--- src/rtl/regfile_wb_arbiter.sv ---
// Round-robin write-back arbiter for the register file's single write channel,
// plus a 32-entry pending-write scoreboard for decode-stage RAW hazard stalls.
module regfile_wb_arbiter #(
  parameter int N_REQ = 3
) (
  input  logic                  clk,
  input  logic                  rst,
  input  logic [N_REQ-1:0]      req_valid,
  input  logic [5*N_REQ-1:0]    req_addr,
  input  logic [32*N_REQ-1:0]   req_data,
  output logic [N_REQ-1:0]      req_ready,
  output logic                  wr_ena,
  output logic [4:0]            wr_addr,
  output logic [31:0]           wr_data,
  input  logic                  rsv_ena,
  input  logic [4:0]            rsv_addr,
  input  logic [4:0]            rd_addr0,
  input  logic [4:0]            rd_addr1,
  output logic                  rd_hazard0,
  output logic                  rd_hazard1,
  output logic [31:0]           pending
);

  localparam int PW = $clog2(N_REQ);

  logic [PW-1:0] r_ptr;
  logic [31:0]   r_pending;

  logic          w_found;
  logic          w_hs;
  logic [PW-1:0] w_idx;
  logic [PW-1:0] w_gidx;
  logic [4:0]    w_gaddr;
  logic [31:0]   w_gdata;
  logic [31:0]   w_pending_nxt;

  // Search from r_ptr upward, wrapping; the first valid requester wins.
  always_comb begin
    w_found = 1'b0;
    w_gidx  = '0;
    w_idx   = '0;
    for (int unsigned i = 0; i < unsigned'(N_REQ); i++) begin
      w_idx = PW'((32'(r_ptr) + i) % unsigned'(N_REQ));
      if (!w_found && req_valid[w_idx]) begin
        w_found = 1'b1;
        w_gidx  = w_idx;
      end
    end
    w_hs      = w_found & ~rst;
    req_ready = '0;
    if (w_hs) req_ready[w_gidx] = 1'b1;
  end

  assign w_gaddr = req_addr[5*w_gidx +: 5];
  assign w_gdata = req_data[32*w_gidx +: 32];

  always_ff @(posedge clk) begin
    if (rst) begin
      r_ptr   <= '0;
      wr_ena  <= 1'b0;
      wr_addr <= '0;
      wr_data <= '0;
    end else if (w_hs) begin
      r_ptr   <= (w_gidx == PW'(N_REQ-1)) ? '0 : w_gidx + 1'b1;
      wr_ena  <= (w_gaddr != '0);
      wr_addr <= w_gaddr;
      wr_data <= w_gdata;
    end else begin
      wr_ena  <= 1'b0;
    end
  end

  // Clear is applied before set so a same-edge reservation of the register
  // being written back leaves it pending.
  always_comb begin
    w_pending_nxt = r_pending;
    if (wr_ena) w_pending_nxt[wr_addr] = 1'b0;
    if (rsv_ena && rsv_addr != '0) w_pending_nxt[rsv_addr] = 1'b1;
  end

  always_ff @(posedge clk) begin
    if (rst) r_pending <= '0;
    else     r_pending <= w_pending_nxt;
  end

  assign pending    = r_pending;
  assign rd_hazard0 = r_pending[rd_addr0];
  assign rd_hazard1 = r_pending[rd_addr1];

endmodule
--- config.mk ---
export PLATFORM = sky130hd
export DESIGN_NAME = regfile_wb_arbiter
export DESIGN_NICKNAME = d
export VERILOG_FILES = /design/src/rtl/regfile_wb_arbiter.sv
export SDC_FILE = /design/constraint.sdc
export NUM_CORES = 1
export LEC_CHECK = 0
export BUFFER_PORTS_ARGS = -buffer_cell sky130_fd_sc_hd__buf_2
export CORE_MARGIN = 1.5
export CORE_UTILIZATION = 51
export DETAILED_ROUTE_END_ITERATION = 8
export PLACE_DENSITY_LB_ADDON = 0.1
export SLEW_MARGIN = 5
export SYNTH_ARGS = -nofsm -noshare
export SYNTH_HDL_FRONTEND = slang
export SYNTH_SLANG_ARGS = --single-unit
--- constraint.sdc ---
create_clock -name clk -period 4.3 [get_ports clk]
set_input_delay 0.215 -clock clk [delete_from_list [all_inputs] [get_ports clk]]
set_output_delay 0.215 -clock clk [all_outputs]
set_load 0.005 [all_outputs]
==> results of run 1 <==
==> state kept, by name, indices dropped and copies added, names as in the netlist <==
signal,count
wr_data,32
wr_ena,1
pending,32
r_ptr,2
wr_addr,5
==> cells in the final DEF (no fill, tap or decap), types with 4 or more instances in the layout <==
cell and count:
and2_1 4, nor3_1 4, mux2i_1 4, nor3b_1 7, nand3b_1 7, clkbuf_8 10, buf_4 7, a21oi_1 70
ha_1 4, mux4_2 20, dfxtp_1 72, nand2_1 147, inv_1 8, o21ai_0 66, buf_2 206, nor2_1 13
a31o_2 34
==> stage by stage <==
| stage | util (%) | instances | cell area [um2] | power (mW) |
|---|---|---|---|---|
| floorplan | - | 547 | 4320 | 2.265 |
| global placement | 65.14 | 821 | 5353 | 2.757 |
| detailed placement | 65.14 | 821 | 5353 | 2.803 |
| CTS | 67.82 | 837 | 5573 | 3.384 |
| global route | 67.82 | 837 | 5573 | 3.622 |
| finish | 67.82 | 837 | 5573 | 3.384 |
==> synthesized netlist by cell type (all sizes together) (7+ instances only) <==
master / n
nor3b: 7
o21ai: 66
nand2: 147
mux4: 20
nand3b: 7
inv: 8
a31o: 34
dfxtp: 72
nor2: 14
buf: 16
a21oi: 70
clkbuf: 28
==> per-layer routing <==
| layer | global-route usage [%] | vias up |
|---|---|---|
| li1 | - | 2331 |
| met1 | 34.92 | 2278 |
| met2 | 54.29 | 250 |
| met3 | 6.300 | 25 |
| met4 | 10.57 | 0 |
| met5 | 0 | - |
==> logic make-up after synthesis <==
kind of cell               share of synthesized area (%)
and+or+nand+nor                                    20.01
AOI/OAI and AO/OA                                  28.47
DFF                                                33.36
buffers and inverters                              5.126
muxes                                              11.87
adders and majority gates                          1.158
==> worst reg2reg max path, stage by stage (launching register included) <==
cell       delay, ns
dfxtp_1         0.38
inv_1           0.08
ha_1            0.33
nand3b_1        0.14
buf_4           0.39
o211ai_2        0.24
a22o_1          0.27
a2111oi_0       0.63
o22ai_1         0.16
o41a_1          0.32
==> power by group <==
group | switching [mW] | total, mW | internal (mW)
Combinational | 1.02 | 1.83 | 0.814
Clock | 0.246 | 0.589 | 0.343
Sequential | 0.135 | 0.962 | 0.828
Total | 1.40 | 3.38 | 1.99
==> worst paths after layout <==
check,start,depth (start not counted),slack [ns],to
worst max-delay path,r_ptr[1]$_SDFFE_PP0P_,9,0.91,req_ready[0]
worst min-delay path,req_data[2],4,0.26,wr_data[2]$_SDFFE_PP0P_
worst max register to register,r_ptr[0]$_SDFFE_PP0P_,9,1.27,wr_ena$_SDFF_PP0_
worst min register to register,wr_data[31]$_SDFFE_PP0P_,2,0.45,wr_data[31]$_SDFFE_PP0P_
==> cell type report <==
cell class	count	area, um2
multi-input combinational	423	2666
fill	730	2644
timing repair buffer	213	1084
clock buffer	11	141.4
inverter	8	30.03
tap	105	131.4
sequential	72	1441
clock inverter	5	78.83
==> impl_metrics.json, run 1 <==
{
  "synth-edff-count": 0,
  "synth_cell_types": 44,
  "report.final.slew_viol_count": 0,
  "dieArea_um2": 9033,
  "hold_viol_final": 0,
  "peakVddDrop_mv": 0.3546,
  "avgSynthCellArea_um2": 7.898,
  "finalSetupViolCount": 0,
  "critPathKind": "flop to output pin",
  "cp_cell_sequence": "inv_1 -> ha_1 -> mux2i_1 -> o221ai_1 -> nor3b_1 -> buf_4 -> or2_2 -> nor3_1 -> buf_2",
  "post_cts_resized": 0,
  "cap_violations": 0,
  "synth_area_um2": 4320,
  "max_clock_freq_ghz": 0.2951,
  "critPathBufInv": 3,
  "skew_ns": 0.01268,
  "p_leak_nw": 2.507,
  "ctsLongestPathBuffers": 2,
  "power_density_nw_per_um2": 607.3,
  "viasPerCell": 5.835,
  "place_ws_ns": 1.263,
  "routedWlPerCell_um": 16.31,
  "synth_flop_cell": "dfxtp_1",
  "clkTransAtPathRegs_ns": 0.07,
  "cpPeakStageDelay_ns": 0.54,
  "fin_crit_ns": 3.389,
  "numCtsBuffers": 9,
  "ant_nets": 0,
  "arrival_ns": 3.17,
  "cts_tree": "built",
  "synthArstFlopShare_pct": 0,
  "synthToLayoutAreaGrowth_pct": 28.99,
  "critPathLaunchType": "flop",
  "critPathTopFamily": "simple AND/OR/NAND/NOR gates",
  "htreeDepth": 3,
  "wl_met1_um": 5331,
  "path_max_fanout": 38,
  "cts_setup_buffers": 0,
  "synth_top_area_share_pct": 33.36,
  "num_antenna_cells": 0,
  "run_status": "completed",
  "rsz0062_at_grt": "false",
  "cp.required_ns": 4.09,
  "grt_use_total_pct": 30.04,
  "grt_pass1_vias": 4565,
  "die_w_um": 95.04,
  "drc": 0,
  "hold_path.class": "input pin to flop",
  "num_rows": 33,
  "drive_gt1_share_pct": 40.30,
  "postCtsHoldBufs": 0,
  "cts-root-buf": "clkbuf_8",
  "wl_um": 13650,
  "gr-total-overflow": 0,
  "gp_congestion": 0.8569,
  "port_buffers": 206,
  "grt_max_degree": 42,
  "wl_met3_um": 1099,
  "cp-end-kind": "output pin",
  "syn-num-nets": 683,
  "worst_pin_slew_ns": 1.110,
  "firstDrtPassIters": 5,
  "yosysWarnings": 0,
  "fin_setup_tns_ns": 0,
  "wl_met2_um": 6942,
  "highest_layer": "met4",
  "finalCritPeriodShare_pct": 78.81,
  "io_pins": 207,
  "synth.area.top_cells": "dfxtp_1 33%, nand2_1 13%, mux4_2 10%, a21oi_1 8.1%, o21ai_0 7.6%",
  "layout_setup_ws_ns": 0.9113,
  "whs_ns": 0.2556,
  "clock_latency_ns": 0.34,
  "dp_hpwl_um": 10350,
  "synth_largest_area_cell": "dfxtp_1",
  "syn_inst": 547,
  "slowest_stage": "or2_2",
  "yosysSeqAreaShare_pct": 33.36,
  "antenna_found_initial": 0,
  "grt_pass1_wl_um": 21160,
  "cts.sinks": 72,
  "ys_ff_latch": 72,
  "initial_core_util_pct": 52.58,
  "num-nets-final": 863,
  "drtIter0Drc": 298,
  "chipHeight_um": 95.04,
  "max-slew-margin-rel_pct": 25.83,
  "num_vias": 4884,
  "core_area_um2": 8217
}
(Power assumes the default switching activity.)
==> run 2, diff against run 1 <==
--- a/config.mk
+++ b/config.mk
@@ -5,9 +5,10 @@
 export SDC_FILE = /design/constraint.sdc
 export NUM_CORES = 1
 export LEC_CHECK = 0
+export ABC_AREA = 1
 export BUFFER_PORTS_ARGS = -buffer_cell sky130_fd_sc_hd__buf_2
 export CORE_MARGIN = 1.5
-export CORE_UTILIZATION = 51
+export CORE_UTILIZATION = 47
 export DETAILED_ROUTE_END_ITERATION = 8
 export PLACE_DENSITY_LB_ADDON = 0.1
 export SLEW_MARGIN = 5
==> constraint.sdc (replaced) <==
create_clock -name clk -period 3.3 [get_ports clk]
set_input_delay 0.165 -clock clk [delete_from_list [all_inputs] [get_ports clk]]
set_output_delay 0.165 -clock clk [all_outputs]
set_load 0.005 [all_outputs]
==> run 2 against run 1 <==
Effect of this change: clock-buffer cell count is 2 lower; flip-flop and latch count unchanged; total power increased by 16%; die area is 6.1% higher; final cell count rose by 8.8%; global-route usage fell by 1.6 points; hold slack got worse by 0.20 ns; clock skew barely moved; wire length is 4.4% higher; sequential power up 30%; register-to-register slack got worse by 0.83 ns; combinational power grew 9%; largest cell class unchanged; highest routed layer unchanged.
==> impl_metrics.json, run 2 <==
{
  "synth.area.top_cells": "dfxtp_1 34%, o21ai_0 12%, nand2_1 11%, a21oi_1 7.0%, nand3_1 4.3%",
  "synth_top_area_share_pct": 34.05,
  "grt_use_total_pct": 28.47,
  "postCtsHoldBufs": 0,
  "cp-end-kind": "flop",
  "combPwrFrac_pct": 51.2,
  "critPathLaunchType": "flop",
  "chipHeight_um": 97.90,
  "fin_crit_ns": 2.859,
  "io_pins": 207,
  "p_leak_nw": 2.514,
  "dieArea_um2": 9584,
  "rsz0062_at_grt": "false",
  "clock_latency_ns": 0.36,
  "cap_violations": 0,
  "worst-r2r-setup-slack_ns": 0.44,
  "num-nets-final": 933,
  "cts.sinks": 72,
  "hold_viol_final": 0,
  "finalInstanceArea_um2": 5410,
  "yosysWarnings": 0,
  "initial_core_util_pct": 48.54,
  "antenna_found_initial": 1,
  "yosysSeqAreaShare_pct": 34.05,
  "htreeDepth": 3,
  "p_sw_mw": 1.870,
  "synth_cell_types": 35,
  "avgSynthCellArea_um2": 6.973,
  "gp_congestion": 0.9164,
  "core_area_um2": 8721,
  "ant_nets": 0,
  "hold_path.class": "input pin to flop",
  "clkTransAtPathRegs_ns": 0.09,
  "worst_pin_slew_ns": 1.128,
  "dp_hpwl_um": 10610,
  "num_rows": 34,
  "firstDrtPassIters": 5,
  "cts-root-buf": "clkbuf_8",
  "whs_path_depth": 3,
  "cp_cell_sequence": "inv_1 -> ha_1 -> inv_2 -> nand2_1 -> nand3_1 -> nand2_1 -> nand3_2 -> nor2_2 -> nor2_4 -> inv_4 -> nor2_8 -> nand2_1 -> nand3_1 -> nor2_1 -> nand3_1 -> nand2_1 -> inv_1",
  "wl_um": 14250,
  "pwr-share-clk_pct": 17.0,
  "syn_inst": 607,
  "path_max_fanout": 39,
  "pwr-share-seq_pct": 31.9,
  "skew_ns": 0.01289,
  "peakVddDrop_mv": 0.4703,
  "synth_flop_cell": "dfxtp_1",
  "grt_pass1_wl_um": 22400,
  "synth_largest_area_cell": "dfxtp_1",
  "port_buffers": 206,
  "max_clock_freq_ghz": 0.3498,
  "post_cts_resized": 0,
  "most-common-layout-cells": "206 x buf_2, 128 x nand2_1, 100 x o21ai_0",
  "reg2reg_from": "r_ptr[0]$_SDFFE_PP0P_",
  "num_vias": 5165,
  "die_w_um": 97.90,
  "gr-total-overflow": 0,
  "run_status": "completed",
  "drtIter0Drc": 368,
  "dp.cells": 894,
  "dpl-instance-area_um2": 5225,
  "max-slew-margin-rel_pct": 24.20,
  "swShare_pct": 47.71,
  "cp.required_ns": 3.61,
  "synth-edff-count": 0,
  "ys_ff_latch": 72,
  "r2r-end": "wr_ena$_SDFF_PP0_",
  "synth_area_um2": 4233,
  "drive_gt1_share_pct": 33.54,
  "cts_setup_buffers": 0,
  "drc": 0,
  "report.final.slew_viol_count": 0,
  "finalSetupViolCount": 0,
  "critPathKind": "flop to flop",
  "path_common_cell": "nand2_1",
  "whs_ns": 0.05823,
  "p_int_mw": 2.049,
  "hp-start": "req_data[74]",
  "cts_tree": "built",
  "yosysMostFrequentCell": "nand2_1",
  "fin_setup_tns_ns": 0,
  "finalCritPeriodShare_pct": 86.62,
  "grt_pass1_vias": 4697,
  "synthTopCellsByCount": "128 x nand2_1, 100 x o21ai_0, 72 x dfxtp_1",
  "reg2reg_depth": 17,
  "power_density_nw_per_um2": 724.4,
  "viasPerCell": 5.670,
  "routedWlPerCell_um": 15.64,
  "post-route-util_pct": 62.04,
  "layout.cells.non_filler": 911,
  "arrival_ns": 3.16,
  "synthToLayoutAreaGrowth_pct": 27.82,
  "slowest_stage": "nor2_8",
  "cpPeakStageDelay_ns": 0.46,
  "final_common_cell": "buf_2",
  "synthArstFlopShare_pct": 0,
  "syn-num-nets": 743,
  "numCtsBuffers": 9,
  "grt_max_degree": 40,
  "ctsLongestPathBuffers": 2,
  "min_to": "wr_data[10]$_SDFFE_PP0P_"
}
run 2: cell count changes in the layout (fill, tap and decap cells not counted), moves of 11 or more:
cell,before,now
mux4_2,20,0
o221ai_1,1,12
nor2_1,13,40
nand2_2,0,12
o21ai_0,66,100
nand3_1,3,36
nand2_1,147,128
a31oi_1,0,21
a31o_2,34,0
a21oi_1,70,59
inv_1,8,35
run 2: worst max-delay path: cells and delay by family (launching register included):
family                     cells  cell delay, ns
buffers and inverters          4            0.54
and+or+nand+nor               12            1.51
DFF                            1            0.39
adders and majority gates      1            0.38
run 2: how the worst max path moves through the flow:
stage                     startpoint                end  slack (ns)  cells past startpoint
6_report       r_ptr[0]$_SDFFE_PP0P_  wr_ena$_SDFF_PP0_        0.44                     17
5_1_grt        r_ptr[0]$_SDFFE_PP0P_  wr_ena$_SDFF_PP0_        0.19                     17
4_1_cts        r_ptr[0]$_SDFFE_PP0P_  wr_ena$_SDFF_PP0_        0.46                     17
3_5_place_dp   r_ptr[0]$_SDFFE_PP0P_  wr_ena$_SDFF_PP0_        0.48                     17
3_3_place_gp   r_ptr[0]$_SDFFE_PP0P_  wr_ena$_SDFF_PP0_        0.62                     17
2_1_floorplan  r_ptr[0]$_SDFFE_PP0P_       req_ready[2]        1.28                     14
run 2: layer usage:
metal  up-vias  global-route usage (%)  part of all wire, %
li1       2498                       -                    -
met5         -                       0                    0
met3        34                   5.225                  8.8
met2       281                   49.44                   49
met1      2352                   34.52                   39
met4         0                   11.87                  2.5
run 2: per-stage QoR:
step,power [mW],worst slack (ns)
finish,3.919,0.4415
global route,4.190,0.1871
CTS,3.913,0.4635
detailed placement,3.250,0.4850
global placement,3.201,0.6203
floorplan,2.754,1.285
run 2: final cells by class:
class,count,area [um2]
clock inverter,7,58.81
fill,823,3311
inverter,44,170.2
timing repair buffer,210,1061
sequential,72,1441
clock buffer,9,123.9
tap,108,135.1
multi-input combinational,460,2417
antenna,1,2.502
run 2: cells by family after synthesis:
logic type | Yosys count | share of synthesized area [%]
compound gates | 216 | 30.59
fa+ha+maj | 4 | 1.182
flops | 72 | 34.05
buf+inv | 75 | 8.838
simple gates | 240 | 25.33
run 2: power by group through the flow:
stage	Clock, mW	Sequential (mW)	Combinational, mW
6_report	0.665	1.25	2.00
5_1_grt	0.708	1.28	2.20
4_1_cts	0.668	1.25	2.00
3_5_place_dp	0	1.26	1.99
3_3_place_gp	0	1.26	1.95
2_1_floorplan	0	1.27	1.49
